`config.mk`:
```
export PLATFORM = sky130hd
export DESIGN_NAME = regfile_writeback_unit_flat
export DESIGN_NICKNAME = d
export VERILOG_FILES = /design/src/rtl/regfile_writeback_unit_if.sv /design/src/rtl/regfile_writeback_unit.sv /design/src/flat_wrapper.sv
export SDC_FILE = /design/constraint.sdc
export NUM_CORES = 1
export LEC_CHECK = 0
export ABC_AREA = 1
export BUFFER_PORTS_ARGS = -buffer_cell sky130_fd_sc_hd__buf_4
export CORE_MARGIN = 1
export CORE_UTILIZATION = 49
export CTS_CLUSTER_SIZE = 8
export DETAILED_ROUTE_END_ITERATION = 12
export PLACE_DENSITY = 0.8
export SKIP_LAST_GASP = 1
export SLEW_MARGIN = 20
export SYNTH_ARGS = -nofsm -noshare
export SYNTH_HDL_FRONTEND = slang
export SYNTH_SLANG_ARGS = --single-unit
export TNS_END_PERCENT = 5
```
`constraint.sdc`:
```
create_clock -name clock -period 1.55 [get_ports clock]
set_input_delay 0.155 -clock clock [delete_from_list [all_inputs] [get_ports clock]]
set_output_delay 0.155 -clock clock [all_outputs]
set_load 0.005 [all_outputs]
```
`src/rtl/regfile_writeback_unit_if.sv`:
```
// rtl/regfile_writeback_unit_if.sv - ALU/load/decode/regfile signal bundle for the writeback unit
interface regfile_writeback_unit_if;
  logic        alu_valid;
  logic [4:0]  alu_rd_address;
  logic [31:0] alu_result;
  logic        load_issue;
  logic [4:0]  load_issue_address;
  logic        load_valid;
  logic [4:0]  load_rd_address;
  logic [31:0] load_data;
  logic        load_ready;
  logic [4:0]  rs1_address;
  logic [4:0]  rs2_address;
  logic        hazard;
  logic [31:0] busy_vector;
  logic [31:0] rd;
  logic [4:0]  rd_address;
  logic        rd_write_enable;
  logic        waw_error;

  modport master (
    output alu_valid, alu_rd_address, alu_result,
    output load_issue, load_issue_address,
    output load_valid, load_rd_address, load_data,
    output rs1_address, rs2_address,
    input  load_ready, hazard, busy_vector,
    input  rd, rd_address, rd_write_enable, waw_error
  );

  modport slave (
    input  alu_valid, alu_rd_address, alu_result,
    input  load_issue, load_issue_address,
    input  load_valid, load_rd_address, load_data,
    input  rs1_address, rs2_address,
    output load_ready, hazard, busy_vector,
    output rd, rd_address, rd_write_enable, waw_error
  );
endinterface

```
`src/rtl/regfile_writeback_unit.sv`:
```
// rtl/regfile_writeback_unit.sv - regfile write-port arbiter with load skid buffer and pending-load scoreboard
module regfile_writeback_unit #(
  parameter int RV32I = 1
) (
  input  logic                    clock,
  input  logic                    reset,
  regfile_writeback_unit_if.slave wb
);
  localparam logic [4:0]  ADDR_MASK = (RV32I != 0) ? 5'h1f : 5'h0f;
  localparam logic [31:0] BUSY_MASK = (RV32I != 0) ? 32'hffff_ffff : 32'h0000_ffff;

  logic [4:0]  alu_addr, issue_addr, ret_addr, rs1_addr, rs2_addr;
  logic        skid_valid;
  logic [4:0]  skid_addr;
  logic [31:0] skid_data;
  logic [31:0] busy_q, busy_next;
  logic [31:0] rd_q;
  logic [4:0]  rd_addr_q;
  logic        rd_we_q, wb_is_load_q, waw_q;
  logic        load_ready, load_accept;
  logic        alu_blocked, issue_conflict, ret_unexpected;
  logic        win_en, win_load, skid_fill, skid_drain;
  logic [4:0]  win_addr;
  logic [31:0] win_data;

  assign alu_addr   = wb.alu_rd_address & ADDR_MASK;
  assign issue_addr = wb.load_issue_address & ADDR_MASK;
  assign ret_addr   = wb.load_rd_address & ADDR_MASK;
  assign rs1_addr   = wb.rs1_address & ADDR_MASK;
  assign rs2_addr   = wb.rs2_address & ADDR_MASK;

  assign load_ready  = reset && !skid_valid;
  assign load_accept = wb.load_valid && load_ready;

  // x0 is never marked busy, so these checks need no explicit x0 exclusion except for returns
  assign alu_blocked    = wb.alu_valid && busy_q[alu_addr];
  assign issue_conflict = wb.load_issue && (issue_addr != 5'd0) && busy_q[issue_addr];
  assign ret_unexpected = load_accept && (ret_addr != 5'd0) && !busy_q[ret_addr];

  always_comb begin
    win_en     = 1'b0;
    win_load   = 1'b0;
    win_addr   = ret_addr;
    win_data   = wb.load_data;
    skid_fill  = 1'b0;
    skid_drain = 1'b0;
    if (wb.alu_valid) begin
      win_en    = !alu_blocked && (alu_addr != 5'd0);
      win_addr  = alu_addr;
      win_data  = wb.alu_result;
      skid_fill = load_accept;
    end else if (skid_valid) begin
      win_en     = (skid_addr != 5'd0);
      win_load   = 1'b1;
      win_addr   = skid_addr;
      win_data   = skid_data;
      skid_drain = 1'b1;
    end else if (load_accept) begin
      win_en   = (ret_addr != 5'd0);
      win_load = 1'b1;
    end
  end

  // Clear follows the commit edge of a load writeback; a same-edge re-issue keeps the bit set
  always_comb begin
    busy_next = busy_q;
    if (rd_we_q && wb_is_load_q)
      busy_next[rd_addr_q] = 1'b0;
    if (wb.load_issue && (issue_addr != 5'd0))
      busy_next[issue_addr] = 1'b1;
    busy_next = busy_next & BUSY_MASK;
  end

  always_ff @(posedge clock) begin
    if (!reset) begin
      busy_q       <= '0;
      skid_valid   <= 1'b0;
      skid_addr    <= '0;
      skid_data    <= '0;
      rd_q         <= '0;
      rd_addr_q    <= '0;
      rd_we_q      <= 1'b0;
      wb_is_load_q <= 1'b0;
      waw_q        <= 1'b0;
    end else begin
      busy_q <= busy_next;
      if (skid_fill) begin
        skid_valid <= 1'b1;
        skid_addr  <= ret_addr;
        skid_data  <= wb.load_data;
      end else if (skid_drain) begin
        skid_valid <= 1'b0;
      end
      rd_we_q      <= win_en;
      wb_is_load_q <= win_load;
      if (win_en) begin
        rd_q      <= win_data;
        rd_addr_q <= win_addr;
      end
      if (alu_blocked || issue_conflict || ret_unexpected)
        waw_q <= 1'b1;
    end
  end

  assign wb.load_ready      = load_ready;
  assign wb.hazard          = ((rs1_addr != 5'd0) && busy_q[rs1_addr]) ||
                              ((rs2_addr != 5'd0) && busy_q[rs2_addr]);
  assign wb.busy_vector     = busy_q;
  assign wb.rd              = rd_q;
  assign wb.rd_address      = rd_addr_q;
  assign wb.rd_write_enable = rd_we_q;
  assign wb.waw_error       = waw_q;
endmodule

```
`src/flat_wrapper.sv`:
```
// flat-port wrapper written by rule: the top's interface ports become plain ports
module regfile_writeback_unit_flat 
#(
  parameter int RV32I = 1
)
  (clock, reset, wb_alu_valid, wb_alu_rd_address, wb_alu_result, wb_load_issue, wb_load_issue_address, wb_load_valid, wb_load_rd_address, wb_load_data, wb_rs1_address, wb_rs2_address, wb_load_ready, wb_hazard, wb_busy_vector, wb_rd, wb_rd_address, wb_rd_write_enable, wb_waw_error);
  regfile_writeback_unit_if wb_i ();
  input  logic clock;
  input  logic reset;
  input wire logic [$bits(wb_i.alu_valid)-1:0] wb_alu_valid;
  input wire logic [$bits(wb_i.alu_rd_address)-1:0] wb_alu_rd_address;
  input wire logic [$bits(wb_i.alu_result)-1:0] wb_alu_result;
  input wire logic [$bits(wb_i.load_issue)-1:0] wb_load_issue;
  input wire logic [$bits(wb_i.load_issue_address)-1:0] wb_load_issue_address;
  input wire logic [$bits(wb_i.load_valid)-1:0] wb_load_valid;
  input wire logic [$bits(wb_i.load_rd_address)-1:0] wb_load_rd_address;
  input wire logic [$bits(wb_i.load_data)-1:0] wb_load_data;
  input wire logic [$bits(wb_i.rs1_address)-1:0] wb_rs1_address;
  input wire logic [$bits(wb_i.rs2_address)-1:0] wb_rs2_address;
  output wire logic [$bits(wb_i.load_ready)-1:0] wb_load_ready;
  output wire logic [$bits(wb_i.hazard)-1:0] wb_hazard;
  output wire logic [$bits(wb_i.busy_vector)-1:0] wb_busy_vector;
  output wire logic [$bits(wb_i.rd)-1:0] wb_rd;
  output wire logic [$bits(wb_i.rd_address)-1:0] wb_rd_address;
  output wire logic [$bits(wb_i.rd_write_enable)-1:0] wb_rd_write_enable;
  output wire logic [$bits(wb_i.waw_error)-1:0] wb_waw_error;
  assign wb_i.alu_valid = wb_alu_valid;
  assign wb_i.alu_rd_address = wb_alu_rd_address;
  assign wb_i.alu_result = wb_alu_result;
  assign wb_i.load_issue = wb_load_issue;
  assign wb_i.load_issue_address = wb_load_issue_address;
  assign wb_i.load_valid = wb_load_valid;
  assign wb_i.load_rd_address = wb_load_rd_address;
  assign wb_i.load_data = wb_load_data;
  assign wb_i.rs1_address = wb_rs1_address;
  assign wb_i.rs2_address = wb_rs2_address;
  assign wb_load_ready = wb_i.load_ready;
  assign wb_hazard = wb_i.hazard;
  assign wb_busy_vector = wb_i.busy_vector;
  assign wb_rd = wb_i.rd;
  assign wb_rd_address = wb_i.rd_address;
  assign wb_rd_write_enable = wb_i.rd_write_enable;
  assign wb_waw_error = wb_i.waw_error;
  regfile_writeback_unit #(.RV32I(RV32I)) u_core (.clock(clock), .reset(reset), .wb(wb_i));
endmodule
```
==> results by group, run 1 <==
Outcome
  – Outcome: finished with violations
  – Failing checks: setup timing

Logic synthesis
  – Synth Area in XOR/XNOR: 0%
  – Compound-cell area share of the yosys netlist: 27.04%
  – Cell Area, Synth: 6815 sq um
  – Top cells by area, synth: dfxtp_1, nand2_1, o21ai_0
  – Number of cells produced by synthesis: 1122
  – Most common cell in the netlist: nand2_1
  – Syn_nets: 1216
  – Top FF cell, synth: dfxtp_1
  – Top cell type's share of synthesized area: 32.31%
  – Most frequent cells after synthesis: nand2_1, o21ai_0, a21oi_1
  – Syn Area/Cell: 6.074 sq um
  – Yosys reg bits: 110
  – Fraction of registers with async set or reset after synthesis: 0%
  – EDFF count, synth: 0
  – Synth unique cells: 24
  – Synth warn: 0
  – Post-synthesis adder-cell area fraction: 0%
  – Area leader, netlist: dfxtp_1
  – Synth Area in Simple Gates: 28.58%
  – Combinational family with the most area after synthesis: simple AND/OR/NAND/NOR gates
  – Sequential fraction of the synthesis area: 32.31%
  – Multiplexer share of the synthesized area: 0%

Timing
  – Clock skew: 9.993 ps
  – Post-layout worst setup margin: -298.5 ps
  – Final setup viols: 40
  – Final setup TNS: -3730 ps
  – Final min period: 1848 ps
  – Final cycle utilization of the critical path: 119.3%
  – Fin. Hold Viols: 0
  – Fmax: 0.5410 GHz
  – Slew Limit Headroom: 52.30%
  – Final Slew Violations: 0
  – Worst Tran Pin Value: 715.6 ps
  – RSZ-0062 raised after global routing: true

Hold path
  – Hold Crit Start: wb_load_data[23]
  – HP Class: input pin to register
  – Hold Path Cell Cnt: 3
  – Hold endpoint: u_core.skid_data[23]

Worst setup path
  – Crit path arrival time: 1690 ps
  – Crit-path max FO: 3
  – Reg2reg end: u_core.wb.rd_address[3]
  – Crit-path most repeated cell: nand3_1
  – Crit path largest cell delay: 380 ps
  – Reg2reg start: u_core.wb.busy_vector[2]
  – CP max-delay cell: dfxtp_1
  – R2R Setup Slk: -120 ps
  – Nature of the critical path startpoint: register
  – CP required: 1390 ps
  – Crit path kind: register to output port
  – Worst path cell trace: inv_1 -> buf_4 -> a21oi_1 -> o21ai_0 -> nand3_1 -> nand3_1 -> a21o_1 -> nand3_1 -> buf_4
  – Worst reg-to-reg path cell count: 15
  – Setup crit end kind: output port

Placed design
  – Post-DP HPWL: 17050 microns
  – # port buffers: 166
  – Pre-CTS setup slack: -201.5 ps
  – Gp weighted congestion: 0.9829

Route
  – Total iterations of the first detailed-routing run: 5
  – # DRC: 0
  – Via-to-Cell Ratio: 5.546
  – Post-DRT Antenna Nets: 0
  – Total number of vias: 8424
  – Routed wire per std cell: 15.63 microns
  – 1st-iter DRT viols: 806
  – Final wirelength: 23740 microns

Finish
  – Util after Layout: 69.20%
  – Inserted Diodes: 0
  – Filler cells: 1211
  – Multi-input gate area: 3811 sq um
  – Register area: 2208 sq um
  – Area growth, synth to finish: 36.06%
  – Nets: 1432
  – Layout cells sized above 1: 24.72%

GRT
  – Vias in the first global route: 7620
  – First-pass GRT wire length: 37690 microns
  – Grt ovf: 0
  – Initial antenna violation count: 0
  – Pin count of the biggest net entering global routing: 75
  – GRT Util Overall: 33.26%

Pwr
  – Psw: 2.257 mW
  – Leakage: 4.280 nW
  – Sequential share of power: 43.1%
  – Combinational group share of total power: 25.3%
  – Internal Power: 4.981 mW
  – Clock network fraction of total power: 31.6%
  – PwrDens: 780.6 nW/um^2
  – Net Sw Frac: 31.18%
  – Worst VDD drop: 0.5876 mV

Clocking
  – Root buffer cell: clkbuf_16
  – Clk slew on worst S/H paths: 80 ps
  – CTS Buffer Depth: 2
  – CTS buffer count: 9
  – CTS Sinks: 110
  – H-Tree Depth: 3
  – CTS tree: done
  – Clk_lat worst skew: 360 ps

Floorplan
  – Die Y-Extent: 119.9 microns
  – Die Span X: 119.9 microns
  – Initial core utilization: 50.86%
  – Num rows: 42
  – Full die area: 14380 sq um
  – Core footprint: 13400 sq um
  – # IOs: 167

Flow run
  – MaxCap Viol Count: 0
[cell families (layout without fill, tap and decap cells)]
group,count (synthesis),after routing
flip-flops,110,110
buffers and inverters,202,423
AND/OR/NAND/NOR,446,446
AO/OA/AOI/OAI,364,364
[cell type report]
class	count	area share [%]
multi-input combinational	810	41.10
timing repair buffer	276	24.30
sequential	110	23.82
inverter	131	5.303
clock buffer	9	2.429
tap	176	2.375
clock inverter	7	0.6747
[flip-flops by register name (all words and copies together) (netlist names)]
register,cells
u_core.skid_valid,1
u_core.wb_is_load_q,1
u_core.wb.rd_address,5
u_core.skid_data,32
u_core.wb.rd_write_enable,1
u_core.skid_addr,5
u_core.wb.rd,32
u_core.wb.waw_error,1
u_core.wb.busy_vector,32
[metrics by stage]
| step | power [mW] | std cells | instance area, sq um | hold WS, ps |
|---|---|---|---|---|
| 5_1_grt | 7.604 | 1519 | 9273 | 78.88 |
| 2_1_floorplan | 4.134 | 1122 | 6815 | 319.4 |
| 3_3_place_gp | 4.867 | 1499 | 8866 | 439.4 |
| 6_report | 7.238 | 1519 | 9273 | 76.94 |
| 3_5_place_dp | 4.906 | 1499 | 8866 | 443.2 |
| 4_1_cts | 7.220 | 1519 | 9268 | 71.90 |
[metal layers]
| metal | track usage (%) | part of all wire, % | up-vias |
|---|---|---|---|
| li1 | - | - | 4111 |
| met1 | 43.35 | 41 | 3809 |
| met4 | 16.17 | 3.8 | 0 |
| met5 | 0 | 0 | - |
| met2 | 53.52 | 47 | 434 |
| met3 | 4.895 | 8.2 | 70 |
[what timing repair did]
| item | CTS | global route |
|---|---|---|
| setup buffers | 2 | 0 |
| gates cloned | 2 | 0 |
| resized for setup | 13 | 7 |
| pin swaps | 1 | 2 |
| setup endpoints to repair | 40 | 41 |
| hold buffers | 0 | 0 |
[power by group through the flow]
| stage | registers, mW | clock network [mW] | logic (mW) |
|---|---|---|---|
| global route | 3.14 | 2.44 | 2.03 |
| global placement | 3.18 | 0 | 1.69 |
| CTS | 3.12 | 2.30 | 1.81 |
| detailed placement | 3.18 | 0 | 1.72 |
| floorplan | 3.17 | 0 | 0.964 |
| finish | 3.12 | 2.29 | 1.83 |
[worst max-delay path by stage]
stage                              startpoint          endpoint  cells past startpoint
floorplan           u_core.wb.busy_vector[17]  u_core.wb.rd[23]                     15
global placement         wb_alu_rd_address[0]   u_core.wb.rd[1]                     14
detailed placement       wb_alu_rd_address[0]  u_core.wb.rd[26]                     14
CTS                  u_core.wb.busy_vector[2]         wb_hazard                     12
global route         u_core.wb.busy_vector[2]         wb_hazard                     12
finish              u_core.wb.busy_vector[14]         wb_hazard                      9
[cells in the final DEF, fill, tap and decap left out, drive strengths merged]
master / count
a221oi: 1
inv: 133
o211ai: 6
a21oi: 151
nand4: 2
o21ai: 205
clkinv: 4
clkinvlp: 1
dfxtp: 110
a21o: 1
nor3: 12
buf: 275
bufbuf: 1
clkbuf: 9
nand3: 102
nor4: 1
nand2: 279
nor2: 49
nor3b: 1
[critical path, delay by kind of cell, from the launching register on]
kind	cells	cell delay (ps)
AO/OA/AOI/OAI	3	380
flip-flops	1	380
AND/OR/NAND/NOR	3	230
buffers and inverters	3	350
Power figures use the tool's default switching activity.
==> inputs of run 2 (changes only) <==
--- a/config.mk
+++ b/config.mk
@@ -7,11 +7,13 @@
 export LEC_CHECK = 0
 export ABC_AREA = 1
 export BUFFER_PORTS_ARGS = -buffer_cell sky130_fd_sc_hd__buf_4
+export CAP_MARGIN = 20
 export CORE_MARGIN = 1
 export CORE_UTILIZATION = 49
 export CTS_CLUSTER_SIZE = 8
 export DETAILED_ROUTE_END_ITERATION = 12
 export PLACE_DENSITY = 0.8
+export RECOVER_POWER = 50
 export SKIP_LAST_GASP = 1
 export SLEW_MARGIN = 20
 export SYNTH_ARGS = -nofsm -noshare
==> results by group, run 2 (synthesized netlist as in run 1, its figures left out) <==
Timing
  – Fmax: 0.5374 GHz
  – Worst Tran Pin Value: 707.1 ps
  – Final setup TNS: -3408 ps
  – Slew Limit Headroom: 52.86%
  – Final min period: 1861 ps
  – RSZ-0062 raised after global routing: true
  – Post-layout worst setup margin: -310.6 ps
  – Final Slew Violations: 0
  – Hold Worst Slack: 80.11 ps
  – Fin. Hold Viols: 0
  – Final cycle utilization of the critical path: 120.0%
  – Clock skew: 10.39 ps
  – Final setup viols: 40

Clocking
  – Clk slew on worst S/H paths: 80 ps
  – CTS Sinks: 110
  – Clk_lat worst skew: 360 ps
  – CTS Buffer Depth: 2
  – Root buffer cell: clkbuf_16
  – Cts hold-fix bufs: 0
  – H-Tree Depth: 3
  – CTS buffer count: 9
  – CTS tree: done

Outcome
  – Failing checks: setup timing
  – Outcome: finished with violations

GRT
  – Grt ovf: 0
  – GRT Util Overall: 33.26%
  – Vias in the first global route: 7620
  – Pin count of the biggest net entering global routing: 75
  – First-pass GRT wire length: 37690 microns
  – Initial antenna violation count: 0

Pwr
  – Worst VDD drop: 0.5889 mV
  – Internal Power: 4.962 mW
  – Sequential share of power: 43.3%
  – Net Sw Frac: 31.11%
  – Combinational group share of total power: 25.1%
  – Clock network fraction of total power: 31.6%
  – Leakage: 4.233 nW
  – PwrDens: 779.4 nW/um^2
  – Psw: 2.241 mW

Finish
  – Nets: 1432
  – Register area: 2207 sq um
  – Fin cells: 1519
  – Filler cells: 1222
  – Most common cell after layout, fill and taps aside: nand2_1
  – Most frequent cells in the layout: nand2_1, buf_4, o21ai_0
  – Inserted Diodes: 0
  – Multi-input gate area: 3811 sq um
  – Layout cells sized above 1: 24.05%
  – Finished Cell Area: 9241 sq um
  – Area growth, synth to finish: 35.60%
  – Util after Layout: 68.96%

Floorplan
  – # IOs: 167
  – Full die area: 14380 sq um
  – Num rows: 42
  – Core footprint: 13400 sq um
  – Die Y-Extent: 119.9 microns
  – Die Span X: 119.9 microns
  – Initial core utilization: 50.86%

Route
  – Total iterations of the first detailed-routing run: 5
  – Via-to-Cell Ratio: 5.518
  – 1st-iter DRT viols: 742
  – # DRC: 0
  – Total number of vias: 8382
  – Final wirelength: 23630 microns
  – Routed wire per std cell: 15.55 microns
  – Post-DRT Antenna Nets: 0

Worst setup path
  – R2R Setup Slk: -120 ps
  – Crit path arrival time: 1710 ps
  – Setup crit end kind: output port
  – Crit-path max FO: 4
  – Crit path kind: register to output port
  – Nature of the critical path startpoint: register
  – CP required: 1390 ps

Placed design
  – Post-DP HPWL: 17050 microns
  – Gp weighted congestion: 0.9829
  – Cell count after placement: 1499
  – Placed cell areas: 8866 sq um
  – # port buffers: 166

Flow run
  – MaxCap Viol Count: 0

Hold path
  – HP Class: input pin to register
[run 2: cell types whose count changed in the layout (fill, tap and decap cells not counted), sizes merged]
| cell | previous run | this run |
|---|---|---|
| buf | 275 | 235 |
| clkbuf | 9 | 49 |
[run 2: final cells by class]
cell class / instances / area share (%)
clock buffers: 9 / 2.437
multi-input cells: 810 / 41.24
well taps: 176 / 2.383
clock inverters: 7 / 0.6770
repair buffers: 276 / 24.06
flip-flops and latches: 110 / 23.88
inverters: 131 / 5.321
[run 2: repair_timing]
action	in CTS	in global routing
gates cloned	2	0
setup buffers	2	0
gates resized for setup	13	7
pin swaps	1	2
setup endpoints to repair	40	41
[run 2: power groups by stage]
stage	logic [mW]	clock network [mW]	registers, mW
floorplan	0.964	0	3.17
finish	1.81	2.28	3.12
global route	2.01	2.44	3.14
detailed placement	1.72	0	3.18
global placement	1.69	0	3.18
CTS	1.81	2.30	3.12
[run 2: path summary, 6_finish.rpt]
check,from,end,depth (start not counted)
max,u_core.wb.busy_vector[2],wb_hazard,12
min,wb_load_data[23],u_core.skid_data[23],3
max reg2reg,u_core.wb.busy_vector[2],u_core.wb.rd_address[3],15
min reg2reg,u_core.skid_data[26],u_core.skid_data[26],2
[run 2: worst max-delay path, stage by stage (launching register included)]
cell	delay (ps)
dfxtp_2	330
inv_2	60
buf_6	130
a21oi_1	60
o21ai_1	80
nand2_1	60
o21ai_0	70
nand2_1	70
nand3_1	70
nand2_1	60
o21ai_2	140
nand3_1	80
buf_4	140
[run 2: metrics by stage]
| stage | power, mW | setup slack (ps) |
|---|---|---|
| 3_5_place_dp | 4.906 | -201.5 |
| 3_3_place_gp | 4.867 | -148.2 |
| 4_1_cts | 7.220 | -301.6 |
| 5_1_grt | 7.582 | -417.0 |
| 2_1_floorplan | 4.134 | 43.51 |
| 6_report | 7.203 | -310.6 |
[run 2: metal layers]
layer | track usage, % | routed length, microns | vias up
met1 | 43.35 | 9675 | 3788
met4 | 16.17 | 929 | 0
li1 | - | - | 4112
met2 | 53.52 | 10980 | 411
met3 | 4.895 | 2044 | 71
met5 | 0 | 0 | -
==> inputs of run 3 (changes only) <==
--- a/config.mk
+++ b/config.mk
@@ -8,6 +8,7 @@
 export ABC_AREA = 1
 export BUFFER_PORTS_ARGS = -buffer_cell sky130_fd_sc_hd__buf_4
 export CAP_MARGIN = 20
+export CORE_ASPECT_RATIO = 1.4
 export CORE_MARGIN = 1
 export CORE_UTILIZATION = 49
 export CTS_CLUSTER_SIZE = 8
==> results by group, run 3 (synthesized netlist as in run 1, its figures left out) <==
Outcome
  – Outcome: finished with violations
  – Failing checks: setup timing

Pwr
  – Combinational group share of total power: 24.7%
  – Sequential share of power: 42.6%
  – Psw: 2.212 mW
  – Leakage: 4.181 nW
  – PwrDens: 793.1 nW/um^2
  – Internal Power: 5.094 mW
  – Clock network fraction of total power: 32.7%
  – Worst VDD drop: 0.6410 mV
  – Net Sw Frac: 30.28%

Finish
  – Nets: 1433
  – Area growth, synth to finish: 35.16%
  – Finished Cell Area: 9211 sq um
  – Inserted Diodes: 0
  – Most frequent cells in the layout: nand2_1, buf_4, o21ai_0
  – Most common cell after layout, fill and taps aside: nand2_1
  – Layout cells sized above 1: 23.44%

Route
  – 1st-iter DRT viols: 564
  – # DRC: 0
  – Total number of vias: 8269
  – Routed wire per std cell: 15.99 microns
  – Via-to-Cell Ratio: 5.419
  – Post-DRT Antenna Nets: 0
  – Total iterations of the first detailed-routing run: 7
  – Final wirelength: 24410 microns

Hold path
  – HP Class: input pin to register

Worst setup path
  – Setup crit end kind: output port
  – Crit path arrival time: 1730 ps
  – CP required: 1390 ps
  – Crit-path max FO: 6
  – Nature of the critical path startpoint: register
  – Crit path kind: register to output port

Timing
  – Final Slew Violations: 0
  – Post-layout worst setup margin: -338.8 ps
  – Final setup viols: 41
  – Worst Tran Pin Value: 699.1 ps
  – Fin. Hold Viols: 0
  – Final setup TNS: -7060 ps
  – Slew Limit Headroom: 53.40%
  – RSZ-0062 raised after global routing: true
  – Final cycle utilization of the critical path: 121.9%
  – Final min period: 1889 ps
  – Fmax: 0.5294 GHz
  – Clock skew: 5.652 ps

Placed design
  – Pre-CTS setup slack: -160.6 ps
  – Gp weighted congestion: 1.037
  – # port buffers: 166
  – Post-DP HPWL: 17560 microns
  – Placed cell areas: 8838 sq um

Clocking
  – CTS Sinks: 110
  – Root buffer cell: clkbuf_16
  – Clk slew on worst S/H paths: 80 ps
  – CTS Buffer Depth: 2
  – H-Tree Depth: 3
  – Clk_lat worst skew: 350 ps
  – CTS tree: done
  – Cts hold-fix bufs: 0
  – CTS buffer count: 9

Floorplan
  – Die Span X: 101.7 microns
  – Full die area: 14390 sq um
  – Initial core utilization: 50.67%
  – Die Y-Extent: 141.5 microns
  – Core footprint: 13450 sq um
  – Num rows: 50
  – # IOs: 167

Flow run
  – MaxCap Viol Count: 0

GRT
  – Vias in the first global route: 7262
  – First-pass GRT wire length: 36600 microns
  – Pin count of the biggest net entering global routing: 75
  – Grt ovf: 0
  – GRT Util Overall: 33.37%
  – Initial antenna violation count: 0
[run 3: cell count changes in the layout (fill, tap and decap cells not counted), moves of 2 or more]
cell,before,now
buf_4,220,201
clkbuf_1,7,24
clkbuf_4,33,37
inv_1,122,118
clkbuf_16,9,12
nand2_1,277,274
nand2_2,2,5
buf_12,10,8
clkinv_2,0,2
inv_2,7,9
inv_6,3,1
[run 3: final timing paths]
path,start,to,slack (ps),cells after the start
max reg2reg,u_core.wb.busy_vector[2],u_core.wb.rd[14],-210,14
min,wb_load_data[10],u_core.skid_data[10],80,3
max,u_core.wb.busy_vector[11],wb_hazard,-340,8
min reg2reg,u_core.skid_data[9],u_core.skid_data[9],450,2
[run 3: cell type report]
class                           count  area, sq um
Clock buffer                       10        229.0
Clock inverter                      6        68.82
Fill cell                        1243         4239
Inverter                          131        494.2
Multi-Input combinational cell    810         3827
Sequential cell                   110         2206
Tap cell                          182        227.7
Timing Repair Buffer              277         2158
[run 3: routing by layer]
layer	global-route usage (%)	up-vias	wire [microns]
li1	-	4117	-
met1	37.89	3685	8984
met2	55.33	373	11950
met3	7.340	94	1917
met4	22.35	0	1549
met5	0	-	0
[run 3: power groups by stage]
stage / logic (mW) / registers [mW] / clock network [mW]
finish: 1.81 / 3.11 / 2.39
CTS: 1.73 / 3.11 / 2.39
floorplan: 0.964 / 3.17 / 0
global placement: 1.69 / 3.18 / 0
global route: 2.00 / 3.13 / 2.49
detailed placement: 1.72 / 3.18 / 0
[run 3: critical path, cell delays in order, from the launching register on]
cell	delay [ps]
dfxtp_1	340
clkbuf_2	250
o21ai_0	210
nand3_1	80
nand3_1	70
nand2_1	70
o21ai_2	140
nand3_1	70
buf_4	140
[run 3: metrics by stage]
step | total power, mW | util [%] | hold slack [ps] | instances
floorplan | 4.134 | - | 319.4 | 1122
global placement | 4.864 | 65.71 | 437.8 | 1502
detailed placement | 4.895 | 65.71 | 443.4 | 1502
CTS | 7.236 | 68.14 | 90.53 | 1520
global route | 7.614 | 68.48 | 107.1 | 1526
finish | 7.306 | 68.48 | 83.69 | 1526
[run 3: repair_timing]
item,CTS,global route
gates resized for setup,13,13
endpoints found under the hold margin,0,0
buffers inserted,2,2
pin swaps,0,9
endpoints found under the setup margin,39,41
gates cloned,0,5
